$ cat config.mk
export PLATFORM = sky130hd
export DESIGN_NAME = axi_sync_fifo
export DESIGN_NICKNAME = d
export VERILOG_FILES = /design/src/rtl/axi_sync_fifo.sv
export SDC_FILE = /design/constraint.sdc
export NUM_CORES = 1
export LEC_CHECK = 0
export CORE_ASPECT_RATIO = 1.4
export CORE_MARGIN = 5
export CORE_UTILIZATION = 45
export DETAILED_ROUTE_END_ITERATION = 16
export GPL_TIMING_DRIVEN = 0
export PLACE_DENSITY = 0.75
export REMOVE_ABC_BUFFERS = 1
export SLEW_MARGIN = 20
export SYNTH_ARGS = -nofsm -noshare
export SYNTH_HDL_FRONTEND = slang
export SYNTH_SLANG_ARGS = --single-unit
$ cat constraint.sdc
create_clock -name clk -period 16.6 [get_ports clk]
set_clock_uncertainty 0.1 [all_clocks]
set_input_delay 4.98 -clock clk [delete_from_list [all_inputs] [get_ports clk]]
set_output_delay 4.98 -clock clk [all_outputs]
set_load 0.01 [all_outputs]
$ cat src/rtl/axi_sync_fifo.sv
// Single-clock FIFO for AXI channel payloads (AR/AW/W/R/B). The read side is first-word-fall-through.
// Latency: a word pushed at edge N is on r_data in the cycle after edge N.
// Backpressure: w_full rejects pushes and raises ovf_err. r_empty rejects pops and raises udf_err.
//
// Ports:
//   clk, rst_n       - clock and synchronous active-low reset
//   w_push/w_data    - write request and payload; w_full/w_afull report fill state
//   r_pop/r_data     - consume the head entry; r_data always shows the head
//   r_empty, count   - occupancy status (0..DEPTH)
//   err_clr          - clears the sticky ovf_err/udf_err flags
module axi_sync_fifo #(
  parameter int DATA_W       = 45,
  parameter int DEPTH        = 4,
  parameter int AFULL_THRESH = DEPTH - 1,
  parameter int CNT_W        = $clog2(DEPTH + 1)
) (
  input  logic              clk,
  input  logic              rst_n,
  input  logic              w_push,
  input  logic [DATA_W-1:0] w_data,
  output logic              w_full,
  output logic              w_afull,
  input  logic              r_pop,
  output logic [DATA_W-1:0] r_data,
  output logic              r_empty,
  output logic [CNT_W-1:0]  count,
  input  logic              err_clr,
  output logic              ovf_err,
  output logic              udf_err
);

  localparam int AW = $clog2(DEPTH);
  localparam int PW = AW + 1;

  localparam logic [PW-1:0]    PTR_ONE  = {{(PW-1){1'b0}}, 1'b1};
  localparam logic [CNT_W-1:0] AF_LEVEL = CNT_W'(AFULL_THRESH);

  logic [DATA_W-1:0] mem [DEPTH];
  logic [PW-1:0]     wptr;
  logic [PW-1:0]     rptr;
  logic              write_en;
  logic              read_en;

  // Status comes only from registered pointers. The MSB of each pointer is a wrap bit.
  // Equal low bits with different wrap bits means the FIFO is full.
  assign r_empty = (wptr == rptr);
  assign w_full  = (wptr[AW-1:0] == rptr[AW-1:0]) && (wptr[AW] != rptr[AW]);

  // Pointer distance modulo 2*DEPTH is the occupancy. For power-of-two DEPTH,
  // PW == CNT_W, so the value fits exactly.
  assign count   = CNT_W'(wptr - rptr);
  assign w_afull = (count >= AF_LEVEL);

  assign write_en = w_push & ~w_full;
  assign read_en  = r_pop & ~r_empty;

  assign r_data = mem[rptr[AW-1:0]];

  always_ff @(posedge clk) begin
    if (!rst_n) begin
      wptr    <= '0;
      rptr    <= '0;
      ovf_err <= 1'b0;
      udf_err <= 1'b0;
      for (int i = 0; i < DEPTH; i++) begin
        mem[i] <= '0;
      end
    end else begin
      if (write_en) begin
        mem[wptr[AW-1:0]] <= w_data;
        wptr              <= wptr + PTR_ONE;
      end
      if (read_en) begin
        rptr <= rptr + PTR_ONE;
      end
      // If an error occurs in the same cycle as err_clr, the flag stays set.
      ovf_err <= (ovf_err & ~err_clr) | (w_push & w_full);
      udf_err <= (udf_err & ~err_clr) | (r_pop & r_empty);
    end
  end

endmodule

# [After elaboration in Yosys (flattened, before gate mapping)]
# Memories as Yosys holds them, arrays and structs flattened. A register that Yosys moved wholly into a read port is not among the register bits.
# Cells that the tools add are included.
[op_classes] addsub=3 n_mux=9 n_bitwise=11 n_eq_ne=3 n_reduce_logical=2 n_lt_le_gt_ge=1
[ops] operator="45-bit two-way mux" n=1
[ops] operator="45-bit OR reduction" n=1
[ops] operator="3-bit by 1-bit adder with 3-bit output, second input constant" n=2
[ops] operator="1-bit bitwise AND" n=6
[ops] operator="2-bit two-way mux" n=3
[ops] operator="1-bit two-way mux" n=5
[ops] operator="3-bit == test" n=1
[ops] operator="3-bit by 2-bit >= comparator with 1-bit output, second input constant" n=1
[ops] operator="1-bit inverter" n=3
[ops] operator="3-bit subtractor" n=1
[ops] operator="2-bit == test" n=1
[ops] operator="1-bit bitwise OR" n=2
[ops] operator="1-bit logical AND" n=1
[ops] operator="1-bit inequality test" n=1
[totals] n_memories=1 register_bits=8 ramBits=180 in_bits=50
[mem_list] name="mem" depth=4 word_bits=45 rd=1 rd_clocked_by_memory_dff=1 wr=4 line_no="38" text="logic [DATA_W-1:0] mem [DEPTH];"

# [Longest topological paths before layout]
[logic_depth] depth_word=9 depth_mapped=8

# [Least setup slack after synthesis]
# OpenSTA, ideal clock, no wires.
[synth_timing] path_type="in2reg" start="in w_push" end="mem mem[0][0], enable pin" arrival_ns=8.499 required_time_ns=15.985 setup_time_ns=0.515 path_buffers=0 stages=2 slack_ns=7.486 cell_sequence="o21ai_0 > o31ai_1"
[synth_lines] element="from (decl)" line_no="19" text="input logic w_push,"
[synth_lines] element="to (decl)" line_no="38"

# [Worst setup path after layout]
[layout_timing] start="reg wptr[0]" end="out w_afull"
[layout_via] elab_chain_cells=2
[layout_rtl] element="from (decl)" line_no="39" text="logic [PW-1:0] wptr;"
[layout_rtl] element="from (signal assigned)" line_no="71" text="wptr <= wptr + PTR_ONE;"
[layout_rtl] element="3-bit subtractor" line_no="51" text="assign count = CNT_W'(wptr - rptr);"
[layout_rtl] element="3-bit by 2-bit >= comparator with 1-bit output" line_no="52" text="assign w_afull = (count >= AF_LEVEL);"
[layout_rtl] element="to (decl)" line_no="22" text="output logic w_afull,"
# No other way between the ends.

==> results.yml <==
worst_setup_path:
  crit_start: "wptr[0]"
  reg2reg_depth: 7
  arrival_ns: 2.51
  path_cells: "inv_1 > ha_1 > inv_1 > fa_1 > a21o_1 > clkdlybuf4s50_1"
  cp.required_ns: 11.52
  reg2reg_setup_slack_ns: 13.52
  slowest_delay_ns: 0.60
  timing.rr.start: "wptr[0]"
  critPathSlowestCell: "dfxtp_1"
  path_common_cell: "inv_1"
  end_kind: "output pin"
  crit_type: "reg -> out"
  start_kind: "flip-flop"
  rr_endpoint: "mem[0][0]"
  crit_fanout: 10
drt:
  ant_nets: 0
  vias_per_cell: 5.33
  drt-pass1-iter-count: 4
  vias: 4717
  routed_wl_um: 18100
  drtIter0Drc: 435
  drc: 0
  wl_per_cell_um: 20.5
floorplanning:
  rows: 59
  num_io_pins: 103
  die-area_um2: 21600
  initial_core_util_pct: 45.4
  die_w_um: 126
  die_h_um: 172
  core_um2: 18500
power_and_ir_drop:
  p_comb_share_pct: 35.7
  p_seq_share_pct: 40.2
  p_per_area_nw_per_um2: 155
  p_switching_mw: 0.496
  p_int_mw: 1.15
  ir_drop_mv: 0.135
  sw_frac_of_total_pct: 30.1
  clkPwrFrac_pct: 24.1
  cellLeakagePower_nw: 3.84
clocking:
  cts_max_level: 4
  root_buffer: "clkbuf_16"
  clkTransAtPathRegs_ns: 0.07
  cts_made_buffers: 17
  post_cts_resized: 0
  holdBufCountCts: 0
  clock_sinks: 190
  clock_latency_ns: 0.41
  post_cts_buffers: 0
  cts_buffer_depth: 2
  cts_tree: "done"
cells_and_area:
  fin_util_pct: 57.5
  areaGrowthSynthToFinish_pct: 26.7
  n_antenna_cell: 0
  layout-drive-gt1-share_pct: 17.5
  fin_nets: 684
  final_common_cell: "and2_1"
  layout_common_cells: "181 x and2_1, 180 x edfxtp_1, 102 x clkdlybuf4s50_1, 45 x mux4_2, 17 x clkbuf_16"
run_status:
  status: "completed"
place:
  place_congestion: 0.768
  io_buffers: 102
  place_hpwl_um: 11800
  place_ws_ns: 8.74
job:
  drv_cap: 0
grt:
  first_global_vias: 5263
  antenna_found_initial: 0
  grtUsageTotal_pct: 17.6
  grt_pass1_wl_um: 29100
  grt_max_degree: 46
  grt_overflow: 0
timing:
  maxSlewHeadroom_pct: 40.2
  post-route-period-util_pct: 45.7
  rsz0062_at_grt: "no"
  hold_viol: 0
  fin_ws_ns: 9.01
  setup_violations: 0
  worstMarginPinSlew_ns: 0.894
  period_needed_ns: 7.59
  maxSlewViolCount: 0
  max_freq_mhz: 132
  setup_tns_ns: 0
yosys:
  synth_edf_count: 180
  synth-seq-cells: 190
  yosysSeqAreaShare_pct: 66.7
  synthFlopType: "edfxtp_1"
  synthCells: 514
  syn_avg_cell_area_um2: 16.4
  synth_area_um2: 8410
  yosysUniqueCellTypes: 37
  async_flop_share_pct: 0
  yosysWarningCount: 0
min_path:
  hold_start: "udf_err"
  hold_path.class: "reg -> reg"
  hold_end: "udf_err"
  worstHoldPathCells: 2
==> state kept, by name, summed over array words and instances, names as in the netlist, named ones only <==
signal	cells
ovf_err	1
rptr	3
mem	180
wptr	3
udf_err	1
==> layout make-up <==
type | count | area, um2
Timing Repair Buffer | 126 | 1450
Fill cell | 1382 | 7870
Clock inverter | 14 | 154
Sequential cell | 190 | 5610
Tap cell | 244 | 305
Multi-Input combinational cell | 288 | 2690
Inverter | 6 | 22.5
Clock buffer | 17 | 425
==> cell families after synthesis <==
logic type / synth area share [%]
buffers and inverters: 2.07
flip-flops: 66.7
multiplexers: 12.1
AND/OR/NAND/NOR: 15.5
AO/OA/AOI/OAI: 2.35
XOR/XNOR: 0.536
adder cells (fa/ha/maj): 0.833
==> how the worst max path moves through the flow <==
stage	cells after the start	end	slack [ns]
after floorplan	2	mem[0][0]	7.49
after global placement	3	mem[0][33]	3.85
after detailed placement	6	mem[0][26]	8.74
after CTS	6	w_afull	8.98
after global routing	6	w_afull	8.85
final	6	w_afull	9.01
==> power groups by stage <==
stage / combinational, mW / sequential (mW) / clock (mW)
floorplan: 0.274 / 0.690 / 0
global placement: 0.510 / 0.723 / 0
detailed placement: 0.596 / 0.676 / 0
CTS: 0.599 / 0.665 / 0.405
global route: 0.631 / 0.674 / 0.425
finish: 0.588 / 0.663 / 0.397
==> per-layer routing <==
metal	up-vias	share of wire (%)	GRT usage, %
met5	-	0	0
met2	127	55	31.7
li1	2149	-	-
met3	13	4.6	4.07
met4	0	0.91	4.67
met1	2428	39	21.4
==> cells in the mapped netlist (2+ instances only) <==
master / instances / share of area, %
and2_1: 181 / 13
edfxtp_1: 180 / 64
mux4_2: 45 / 12
clkbuf_1: 19 / 0.85
dfxtp_1: 10 / 2.4
nand2_1: 8 / 0.36
buf_2: 7 / 0.42
inv_1: 6 / 0.27
nand3_1: 6 / 0.36
nand4_1: 5 / 0.37
buf_6: 4 / 0.54
ha_1: 4 / 0.60
o21ai_0: 4 / 0.24
a31oi_1: 3 / 0.22
nand2b_1: 3 / 0.22
a21oi_1: 2 / 0.12
and3b_1: 2 / 0.21
nor2_1: 2 / 0.089
nor2b_1: 2 / 0.15
o32ai_1: 2 / 0.21
or3_1: 2 / 0.15
xnor2_1: 2 / 0.21
==> metrics by stage <==
stage / cells / power, mW / hold WS, ns / cell area, um2
finish: 885 / 1.65 / 0.387 / 10700
global route: 885 / 1.73 / 0.435 / 10700
CTS: 885 / 1.67 / 0.396 / 10700
detailed placement: 854 / 1.27 / 0.381 / 10100
global placement: 830 / 1.23 / 0.372 / 9580
floorplan: 484 / 0.964 / 0.389 / 8260
==> worst max-delay path: cells and delay by family (launching register included) <==
| kind | cells | cell delay, ns |
|---|---|---|
| buf+inv | 3 | 0.65 |
| flops | 1 | 0.60 |
| compound gates | 1 | 0.19 |
| fa+ha+maj | 2 | 0.65 |
Power figures use the tool's default switching activity.
